## src/rtl/exception_tracker.sv

```systemverilog
// Registered exception tracker: picks the oldest faulting stage (MEM > ID > IF), holds
// cause/pc/tval for the trap unit, runs a fixed-length flush and tracks trap nesting.
module exception_tracker #(
  parameter int XLEN          = 32,
  parameter int C_EXT         = 1,
  parameter int MISALIGN_TRAP = 0,
  parameter int FLUSH_CYCLES  = 2,
  parameter int MAX_NEST      = 2
) (
  input  logic            clk,
  input  logic            reset_n,
  input  logic [1:0]      current_priv,
  input  logic            if_valid,
  input  logic            if_page_fault,
  input  logic [XLEN-1:0] if_pc,
  input  logic [XLEN-1:0] if_fault_vaddr,
  input  logic            id_valid,
  input  logic            id_illegal_inst,
  input  logic            id_ecall,
  input  logic            id_ebreak,
  input  logic            id_mret,
  input  logic            id_sret,
  input  logic [XLEN-1:0] id_pc,
  input  logic [31:0]     id_instruction,
  input  logic            mem_valid,
  input  logic            mem_read,
  input  logic            mem_write,
  input  logic            mem_page_fault,
  input  logic [2:0]      mem_funct3,
  input  logic [XLEN-1:0] mem_addr,
  input  logic [XLEN-1:0] mem_pc,
  input  logic [XLEN-1:0] mem_fault_vaddr,
  input  logic            exc_cancel,
  input  logic            trap_ready,
  input  logic            trap_done,
  output logic            exc_detect,
  output logic            exc_valid,
  output logic [4:0]      exc_code,
  output logic [XLEN-1:0] exc_pc,
  output logic [XLEN-1:0] exc_tval,
  output logic            pipe_hold,
  output logic            flush,
  output logic [2:0]      nest_depth,
  output logic            double_fault
);

  typedef enum logic [1:0] {S_IDLE, S_PENDING, S_FLUSH} state_t;

  localparam logic [3:0] FLUSH_LOAD = 4'(FLUSH_CYCLES);
  localparam logic [2:0] NEST_MAX   = 3'(MAX_NEST);

  state_t            r_state, w_next;
  logic [3:0]        r_cnt;
  logic [2:0]        r_depth;
  logic              r_df;
  logic [4:0]        r_code;
  logic [XLEN-1:0]   r_pc, r_tval;

  logic              w_cand, w_ld, w_mis_data, w_if_mis, w_illegal, w_hs, w_capture;
  logic [4:0]        w_code;
  logic [XLEN-1:0]   w_pc, w_tval;
  logic              w_unused;

  assign w_unused  = mem_funct3[2];
  assign w_ld      = mem_read && !mem_write;
  assign w_if_mis  = (C_EXT != 0) ? if_pc[0] : (if_pc[1:0] != 2'b00);
  assign w_illegal = id_illegal_inst || (id_mret && current_priv != 2'b11) ||
                     (id_sret && current_priv == 2'b00);

  // Doubleword accesses only exist on RV64, so funct3=011 never misaligns on RV32.
  always_comb begin
    w_mis_data = 1'b0;
    case (mem_funct3[1:0])
      2'b01:   w_mis_data = mem_addr[0];
      2'b10:   w_mis_data = (mem_addr[1:0] != 2'b00);
      2'b11:   w_mis_data = (XLEN == 64) && (mem_addr[2:0] != 3'b000);
      default: w_mis_data = 1'b0;
    endcase
  end

  always_comb begin
    w_cand = 1'b1;
    w_code = '0;
    w_pc   = '0;
    w_tval = '0;
    if (mem_valid && mem_write && mem_page_fault) begin
      w_code = 5'd15; w_pc = mem_pc; w_tval = mem_fault_vaddr;
    end else if (mem_valid && w_ld && mem_page_fault) begin
      w_code = 5'd13; w_pc = mem_pc; w_tval = mem_fault_vaddr;
    end else if (MISALIGN_TRAP != 0 && mem_valid && w_ld && w_mis_data) begin
      w_code = 5'd4; w_pc = mem_pc; w_tval = mem_addr;
    end else if (MISALIGN_TRAP != 0 && mem_valid && mem_write && w_mis_data) begin
      w_code = 5'd6; w_pc = mem_pc; w_tval = mem_addr;
    end else if (id_valid && w_illegal) begin
      w_code = 5'd2; w_pc = id_pc; w_tval = XLEN'(id_instruction);
    end else if (id_valid && id_ebreak) begin
      w_code = 5'd3; w_pc = id_pc; w_tval = id_pc;
    end else if (id_valid && id_ecall) begin
      w_code = 5'd8 + {3'b000, current_priv}; w_pc = id_pc;
    end else if (if_valid && w_if_mis) begin
      w_code = 5'd0; w_pc = if_pc; w_tval = if_pc;
    end else if (if_valid && if_page_fault) begin
      w_code = 5'd12; w_pc = if_pc; w_tval = if_fault_vaddr;
    end else begin
      w_cand = 1'b0;
    end
  end

  assign w_capture = (r_state == S_IDLE) && w_cand && !exc_cancel;
  assign w_hs      = (r_state == S_PENDING) && trap_ready && !exc_cancel;

  always_comb begin
    w_next = r_state;
    case (r_state)
      S_IDLE:    if (w_cand && !exc_cancel) w_next = S_PENDING;
      S_PENDING: begin
        if (exc_cancel)      w_next = S_IDLE;
        else if (trap_ready) w_next = S_FLUSH;
      end
      S_FLUSH:   if (r_cnt <= 4'd1) w_next = S_IDLE;
      default:   w_next = S_IDLE;
    endcase
  end

  always_ff @(posedge clk or negedge reset_n) begin
    if (!reset_n) begin
      r_state <= S_IDLE;
      r_cnt   <= '0;
      r_code  <= '0;
      r_pc    <= '0;
      r_tval  <= '0;
    end else begin
      r_state <= w_next;
      if (w_capture) begin
        r_code <= w_code;
        r_pc   <= w_pc;
        r_tval <= w_tval;
      end
      if (w_hs)                                   r_cnt <= FLUSH_LOAD;
      else if (r_state == S_FLUSH && r_cnt != '0) r_cnt <= r_cnt - 4'd1;
    end
  end

  // Simultaneous handshake and xRET cancel out; the fault check uses the pre-update depth.
  always_ff @(posedge clk or negedge reset_n) begin
    if (!reset_n) begin
      r_depth <= '0;
      r_df    <= 1'b0;
    end else begin
      if (w_hs && !trap_done) begin
        if (r_depth != NEST_MAX) r_depth <= r_depth + 3'd1;
      end else if (trap_done && !w_hs && r_depth != '0) begin
        r_depth <= r_depth - 3'd1;
      end
      if (w_hs && r_depth == NEST_MAX) r_df <= 1'b1;
    end
  end

  assign exc_detect   = (r_state == S_IDLE) && w_cand;
  assign exc_valid    = (r_state == S_PENDING);
  assign pipe_hold    = (r_state != S_IDLE);
  assign flush        = (r_state == S_FLUSH);
  assign exc_code     = r_code;
  assign exc_pc       = r_pc;
  assign exc_tval     = r_tval;
  assign nest_depth   = r_depth;
  assign double_fault = r_df;

endmodule

```

## config.mk

```make
export PLATFORM = sky130hd
export DESIGN_NAME = exception_tracker
export DESIGN_NICKNAME = d
export VERILOG_FILES = /design/src/rtl/exception_tracker.sv
export SDC_FILE = /design/constraint.sdc
export NUM_CORES = 1
export LEC_CHECK = 0
export ABC_AREA = 1
export CAP_MARGIN = 40
export CORE_ASPECT_RATIO = 2
export CORE_MARGIN = 3
export CORE_UTILIZATION = 36
export CTS_CLUSTER_DIAMETER = 40
export DETAILED_ROUTE_END_ITERATION = 8
export GPL_TIMING_DRIVEN = 0
export HOLD_SLACK_MARGIN = 0.06
export PLACE_DENSITY_LB_ADDON = 0.2
export RECOVER_POWER = 25
export SYNTH_ARGS = -nofsm -noshare
export SYNTH_HDL_FRONTEND = slang
export SYNTH_SLANG_ARGS = --single-unit
```

## constraint.sdc

```tcl
create_clock -name clk -period 1.67 [get_ports clk]
set_clock_uncertainty 0.05 [all_clocks]
set_input_delay 0.2505 -clock clk [delete_from_list [all_inputs] [get_ports clk]]
set_output_delay 0.2505 -clock clk [all_outputs]
set_load 0.03 [all_outputs]
```

Word level (Yosys, flattened, before mapping). Index checks and enable logic that the tools add are counted.

Bits in registers: 79. Word-level logic and storage cells: 96.

Add/sub/neg operators: 4. Order comparisons: 1. Eq/ne operators: 9. Multiplexer cells: 38. Reduce and logical (&&, ||, !) cells: 37.

Operators with widths (number): $mux 32 (14); $mux 5 (5); $logic_and 1x1->1 (22); $mux 4 (4); $mux 3 (3); $mux 2 (4); $mux 1 (7); $pmux 2 s3 (1); $reduce_bool 2->1 (3); $add 4x2->5 const A (1); $le 4x1->1 const B (1); $logic_not 1->1 (4); $logic_not 2->1 (2); $ne 2x1->1 const B (2); $ne 2x2->1 const B (2); $reduce_bool 4->1 (1); $sub 4x1->4 const B (1); $add 3x1->3 const B (1); $eq 3x2->1 const B (1); $ne 3x2->1 const B (1); $ne 3x3->1 const B (1); $reduce_and 3->1 (1); $reduce_bool 3->1 (1); $sub 3x1->3 const B (1); 4 further kinds (5).

Longest topological paths before layout. Gate-level depths: netlist of run 1.

Depth after elaboration: 11. Mapped depth: 12. Mapped depth without buffers: 10.

Worst setup path after synthesis of run 1. No wires, ideal clock.

Path type: register to register. From: register r_state[1]. To: register r_depth[2], in the netlist nest_depth[2]. Library setup time: 0.118 ns. Arrival time: 1.508 ns. Slack: -0.006 ns. Stages on the path, launching flop included: 9. Path through: dfrtp_1 > inv_1 > nand2_1 > nor3_2 > nand2_1 > fa_1 > nand3b_1 > nand4_1 > nand2_1.

Cells in the longest elaborated chain, start to end: 8.

Ends and longest elaborated chain: start: declaration (line 52) `state_t r_state, w_next;`; start signal: assignment (line 133) `r_state <= w_next;`; $eq 2x1->1 (*) (line 110) `assign w_hs = (r_state == S_PENDING) && trap_ready && !exc_cancel;`; $logic_and 1x1->1 (*) (2 in series) (line 110); $logic_not 1->1 (line 152) `end else if (trap_done && !w_hs && r_depth != '0) begin`; $logic_and 1x1->1 (2 in series) (line 152); $reduce_bool 2->1 (no line); $reduce_and 2->1 (no line); end signal: assignment (line 151) `if (r_depth != NEST_MAX) r_depth <= r_depth + 3'd1;`; end signal: assignment (line 153) `r_depth <= r_depth - 3'd1;`; end: declaration (line 54) `logic [2:0] r_depth;`.

Every way passes the cells marked *; elsewhere a longest branch is shown, timed or not. A chain may end at the register's enable or synchronous reset.

Final worst setup path of run 1.
From: register r_state[0]. To: output pipe_hold.

Cells in the longest elaborated chain, start to end: 1.

Ends and longest elaborated chain: $reduce_bool 2->1 (line 161) `assign pipe_hold = (r_state != S_IDLE);`; end: declaration (line 41) `output logic pipe_hold,`.

Every way passes these cells.

==> results of run 1 <==
[registers in the layout, summed over array words and instances (netlist names)]
register and flops:
double_fault 1, exc_tval 32, exc_code 4, r_cnt 4, nest_depth 3, r_state 2
exc_pc 32
[worst paths after layout]
kind	from	endpoint	slack, ns	depth (start not counted)
min reg2reg	double_fault	double_fault	0.40	1
min in group asynchronous	reset_n	exc_tval[6]	0.57	2
min	mem_write	exc_code[1]	0.28	5
max reg2reg	r_state[1]	nest_depth[2]	-0.02	9
max in group asynchronous	reset_n	exc_pc[30]	0.22	3
max	r_state[0]	pipe_hold	-0.04	3
[cells in the mapped netlist, types with 2 or more instances]
master,instances
nand3b_1,2
a21oi_1,5
o21ai_0,6
nor2_1,9
or2_2,13
nand3_1,156
nand2_1,556
clkbuf_1,19
or2_0,8
dfrtp_1,78
buf_8,2
buf_2,29
buf_6,3
ha_1,2
inv_1,90
buf_4,4
buf_1,4
nand2_2,13
inv_2,3
[per-layer routing]
layer  vias to the layer above  track usage [%]  part of all wire, %
li1                       3743                -                    -
met1                      3320             30.8                   36
met2                       328             51.7                   54
met3                        61             4.73                  5.7
met4                         0             12.4                  4.3
met5                         -                0                    0
[metrics by stage]
| stage | setup TNS [ns] | utilization [%] | hold WS, ns | cell area [sq um] |
|---|---|---|---|---|
| after floorplan | 0 | - | -0.0951 | 5960 |
| after global placement | -275.20 | 56.6 | 0.390 | 9060 |
| after detailed placement | -56.06 | 56.7 | 0.218 | 9090 |
| after CTS | -0.189 | 59.3 | 0.393 | 9500 |
| after global routing | -0.259 | 62.0 | 0.335 | 9930 |
| final | -0.0594 | 62.0 | 0.276 | 9930 |
[critical path, cell delays in order, from the launching register on]
cell	delay, ns
dfrtp_1	0.44
nor2_2	0.20
inv_1	0.06
dlygate4sd2_1	0.36
[final cells by class]
| type | count | area share, % |
|---|---|---|
| tap | 201 | 2.53 |
| inverter | 93 | 3.64 |
| timing repair buffer | 315 | 31.6 |
| clock buffer | 9 | 2.27 |
| antenna | 1 | 0.0252 |
| multi-input combinational | 782 | 35.4 |
| clock inverter | 6 | 0.403 |
| sequential | 78 | 19.7 |
| buffer | 59 | 4.42 |
[power by group through the flow]
| stage | combinational [mW] | sequential (mW) | clock, mW |
|---|---|---|---|
| finish | 6.81 | 3.27 | 1.83 |
| floorplan | 2.17 | 4.85 | 0 |
| global route | 7.34 | 3.39 | 1.96 |
| global placement | 6.75 | 3.29 | 0 |
| detailed placement | 6.83 | 3.30 | 0 |
| CTS | 6.45 | 3.27 | 1.87 |
[cells by family after synthesis]
family | Yosys count
other | 1
buffers and inverters | 154
adder cells (fa/ha/maj) | 3
AO/OA/AOI/OAI | 14
XOR/XNOR | 1
AND/OR/NAND/NOR | 763
flip-flops | 78
[what timing repair did]
item	4_1_cts	5_1_grt
endpoints found under the hold margin	36	0
cloned	0	6
hold buffers	1	0
pin swaps	10	19
setup endpoints to repair	145	77
gates resized for setup	135	84
setup buffers	11	12
==> impl_metrics.py, run 1 <==
metrics = {
    "power_and_ir_drop": {
        "power.density_mw_per_mm2": 1200,
        "total_power_mw": 11.9,
        "pwr-share-comb_pct": 57.2,
        "p_int_mw": 6.32,
        "pwr-share-seq_pct": 27.5,
        "swShare_pct": 46.9,
        "pwr-share-clk_pct": 15.4,
        "p_leak_nw": 5.53,
        "ir_drop_mv": 0.689,
        "p_switching_mw": 5.59,
    },
    "global_routing": {
        "grt_pass1_vias": 7350,
        "grt_use_total_pct": 28.0,
        "grt_pass1_wl_microns": 39700,
        "grt_max_degree": 43,
        "grt.overflow.total": 0,
        "antenna_found_initial": 1,
    },
    "critical_path": {
        "crit_path_max_fanout": 3,
        "cp-end-kind": "output port",
        "crit_arrival_ns": 1.41,
        "worst_ep_required_time_ns": 1.37,
        "startpoint_type": "flip-flop",
        "worstSetupPathType": "reg2out",
    },
    "placement": {
        "gp_congestion": 0.882,
        "port_buffers": 285,
        "dpl.cell_count": 1501,
        "hpwlAfterDp_microns": 20100,
        "post-place-ws_ns": -1.04,
    },
    "final_layout": {
        "layout-area-overhead-vs-synth_pct": 67.0,
        "register_area_sq_mm": 0.00195,
        "n_fill_cell": 1524,
        "final_common_cell": "nand2_1",
        "layout.cells.non_filler": 1544,
        "mostFrequentLayoutCells": "543 x nand2_1, 194 x clkdlybuf4s50_1, 146 x nand3_1, 88 x inv_1, 78 x dfrtp_1",
        "final_nets": 1587,
        "layout-drive-gt1-share_pct": 12.7,
        "multi_input_area_sq_mm": 0.00351,
    },
    "synthesis": {
        "yosysWarnings": 0,
        "yosys-top-cells-area": "nand2_1 35%, dfrtp_1 33%, nand3_1 13%",
        "synth_cells": 1014,
        "syn_nets": 1263,
        "synth_seq_area_share_pct": 32.8,
        "synthSimpleGateAreaFrac_pct": 53.5,
        "synth_seq_cells": 78,
        "synth_compound_area_share_pct": 1.33,
        "synth_ff_type": "dfrtp_1",
        "muxShareOfSynthArea_pct": 0,
        "yosys.area.top_type_share_pct": 35.1,
        "synth_adder_area_share_pct": 0.758,
        "synth_top_cell_by_area": "nand2_1",
        "async_flop_share_pct": 100,
        "netlist-cell-type-count": 31,
        "synth_edf_count": 0,
        "netlist_area_sq_mm": 0.00595,
        "synth_top_family_by_area": "simple AND/OR/NAND/NOR gates",
        "synthXorXnorAreaFrac_pct": 0.147,
        "synth.avg_cell_area_sq_um": 5.86,
    },
    "run_status": {
        "violations": "negative setup slack",
        "status": "finished with violations",
    },
    "timing": {
        "post-route-min-period_ns": 1.71,
        "drv_slew": 0,
        "rsz0062_at_grt": "true",
        "fin_crit_sh_pct": 102,
        "final_hold_viol_count": 0,
        "slew_headroom_pct": 28.7,
        "tightest_slew_ns": 1.07,
        "fmax_mhz": 585,
        "setup_viol": 2,
        "fin_ws_ns": -0.0385,
    },
    "detailed_routing": {
        "initialDrtViolationCount": 378,
        "vias": 7452,
        "wirelength_microns": 26600,
        "wl_per_cell_microns": 17.2,
        "drc_errors": 0,
        "antenna_left": 0,
        "routed_via_density": 4.83,
        "firstDrtPassIters": 5,
    },
    "worst_hold_path": {
        "hold_path_class": "in2reg",
    },
    "floorplanning": {
        "start_util_pct": 37.1,
        "die-area_sq_mm": 0.0182,
        "dieWidth_microns": 96.9,
        "core_sq_mm": 0.0160,
        "die_h_microns": 188,
        "num_rows": 65,
        "ios": 323,
    },
    "clock_network": {
        "clockBufferDepth": 2,
        "root_buffer": "clkbuf_16",
        "cts_inserted_buffers": 9,
        "h-tree-depth": 3,
        "path_clk_slew_ns": 0.06,
        "cts.sinks": 78,
        "cts_tree": "yes",
        "clk_latency_ns": 0.35,
    },
    "job": {
        "maxCapViolCount": 0,
    },
}
No activity file was read; power rests on OpenSTA's default activity.
==> run 2, diff against run 1 <==
CAP_MARGIN = default   (was 40)
CORE_UTILIZATION = 37   (was 36)
CTS_BUF_LIST = sky130_fd_sc_hd__clkbuf_2   (was default)
SETUP_SLACK_MARGIN = 0.5   (was default)
==> impl_metrics.py, run 2 (same netlist as run 1, synthesis figures left out) <==
metrics = {
    "timing": {
        "fin_crit_sh_pct": 111,
        "fmax_mhz": 539,
        "tightest_slew_ns": 1.46,
        "drv_slew": 0,
        "post-route-min-period_ns": 1.85,
        "final_hold_viol_count": 0,
        "timing.hold.ws_ns": 0.116,
        "fin_ws_ns": -0.184,
        "rsz0062_at_grt": "true",
        "setup_viol": 69,
        "slew_headroom_pct": 2.45,
    },
    "worst_hold_path": {
        "holdPathStages": 8,
        "hold_path_class": "in2reg",
    },
    "critical_path": {
        "worst_ep_required_time_ns": 2.18,
        "crit_arrival_ns": 2.36,
        "crit_chain": "nor2_4 -> nand2_4 -> buf_4 -> buf_6 -> nor2_4 -> buf_12 -> buf_12 -> buf_12 -> buf_16 -> nand3_2 -> nand2_1",
        "worst_path_most_repeated_cell": "buf_12",
        "max_stage_delay_ns": 0.50,
        "cp_slowest_cell": "dfrtp_2",
        "cp-end-kind": "flip-flop",
        "rr_worst_depth": 11,
        "crit_path_max_fanout": 6,
        "worstSetupPathType": "reg2reg",
        "startpoint_type": "flip-flop",
    },
    "floorplanning": {
        "dieWidth_microns": 95.6,
        "start_util_pct": 37.7,
        "num_rows": 65,
        "ios": 323,
        "die_h_microns": 185,
        "die-area_sq_mm": 0.0177,
        "core_sq_mm": 0.0158,
    },
    "clock_network": {
        "clockBufferDepth": 2,
        "cts_tree": "yes",
        "root_buffer": "clkbuf_2",
        "clk_latency_ns": 0.59,
        "cts_hold_buf": 3,
        "cts.sinks": 78,
        "h-tree-depth": 3,
        "path_clk_slew_ns": 0.25,
        "cts_inserted_buffers": 9,
    },
    "power_and_ir_drop": {
        "power.density_mw_per_mm2": 1300,
        "p_leak_nw": 5.67,
        "ir_drop_mv": 0.834,
    },
    "detailed_routing": {
        "wirelength_microns": 27400,
        "antenna_left": 0,
        "vias": 7869,
        "initialDrtViolationCount": 425,
        "drc_errors": 0,
        "firstDrtPassIters": 7,
        "wl_per_cell_microns": 17.0,
        "routed_via_density": 4.89,
    },
    "placement": {
        "dpl.cell_count": 1501,
        "dpl_cell_area_sq_mm": 0.00927,
        "port_buffers": 285,
        "gp_congestion": 0.881,
        "hpwlAfterDp_microns": 19600,
    },
    "final_layout": {
        "layout-drive-gt1-share_pct": 21.8,
        "mostFrequentLayoutCells": "532 x nand2_1, 206 x clkdlybuf4s50_1, 139 x nand3_1, 90 x buf_6, 87 x inv_1",
        "final_common_cell": "nand2_1",
        "layout-area-overhead-vs-synth_pct": 78.5,
        "layout.cells.non_filler": 1610,
        "postLayoutCellArea_sq_mm": 0.0106,
        "final_nets": 1650,
        "n_fill_cell": 1394,
    },
    "job": {
        "maxCapViolCount": 0,
    },
    "global_routing": {
        "grt_max_degree": 57,
        "grt_pass1_vias": 7583,
        "grt.overflow.total": 0,
        "antenna_found_initial": 3,
        "grt_pass1_wl_microns": 39900,
        "grt_use_total_pct": 30.0,
    },
    "run_status": {
        "status": "finished with violations",
        "violations": "negative setup slack",
    },
}
[run 2: cell types whose count changed in the layout (fill, tap and decap cells not counted), sizes merged, moves of 3 or more]
cell,delta
buf,+134
dlygate4sd2,-70
dlymetal6s2s,-13
clkbuf,-4
clkdlybuf4s50,+12
bufbuf,+3
[run 2: area by class of cell]
| type | instances | area, sq um | area share [%] |
|---|---|---|---|
| Buffer | 61 | 444 | 4.19 |
| Timing Repair Buffer | 376 | 3930 | 37.0 |
| Inverter | 93 | 359 | 3.38 |
| Multi-Input combinational cell | 782 | 3570 | 33.7 |
| Sequential cell | 78 | 1960 | 18.4 |
| Antenna cell | 3 | 7.51 | 0.0708 |
| Tap cell | 201 | 251 | 2.37 |
| Clock inverter | 7 | 50.0 | 0.472 |
| Clock buffer | 9 | 45.0 | 0.425 |
[run 2: final timing paths]
path / slack [ns] / startpoint / to
worst max-delay path: -0.18 / r_state[0] / exc_pc[23]
worst min-delay path: 0.12 / id_valid / exc_tval[2]
worst max register to register: -0.18 / r_state[0] / exc_pc[23]
worst min register to register: 0.45 / r_cnt[3] / r_cnt[3]
max in group asynchronous: 0.13 / reset_n / exc_tval[16]
min in group asynchronous: 0.44 / reset_n / exc_tval[29]
[run 2: through the flow]
stage	setup WS (ns)	total power, mW	util [%]	TNS (ns)
final	-0.184	13.8	67.2	-6.96
after global routing	-0.258	14.6	67.2	-11.74
after CTS	-0.231	13.1	64.9	-3.06
after detailed placement	-0.992	10.3	58.7	-46.87
after global placement	-3.05	10.2	58.6	-260.72
after floorplan	0.0397	7.22	-	0
[run 2: power by group]
| part | switching (mW) | internal, mW |
|---|---|---|
| sequential | 0.669 | 2.75 |
| clock | 0.808 | 0.198 |
| combinational | 4.72 | 4.67 |
[run 2: routing by layer]
metal,track usage [%],wire length [microns],vias up
li1,-,-,3873
met4,16.2,1420,0
met3,5.12,1910,82
met1,31.3,9320,3554
met5,0,0,-
met2,55.2,14800,360
[run 2: repair_timing]
item / CTS / global route
hold endpoints to repair: 80 / 22
setup buffers: 51 / 28
resized for setup: 573 / 29
setup endpoints to repair: 153 / 154
gates cloned: 7 / 1
pin swaps: 7 / 18
[run 2: worst max-delay path: cells and delay by family, from the launching register on]
kind | cells | cell delay, ns
buffers and inverters | 6 | 0.76
DFF | 1 | 0.50
and+or+nand+nor | 5 | 0.52
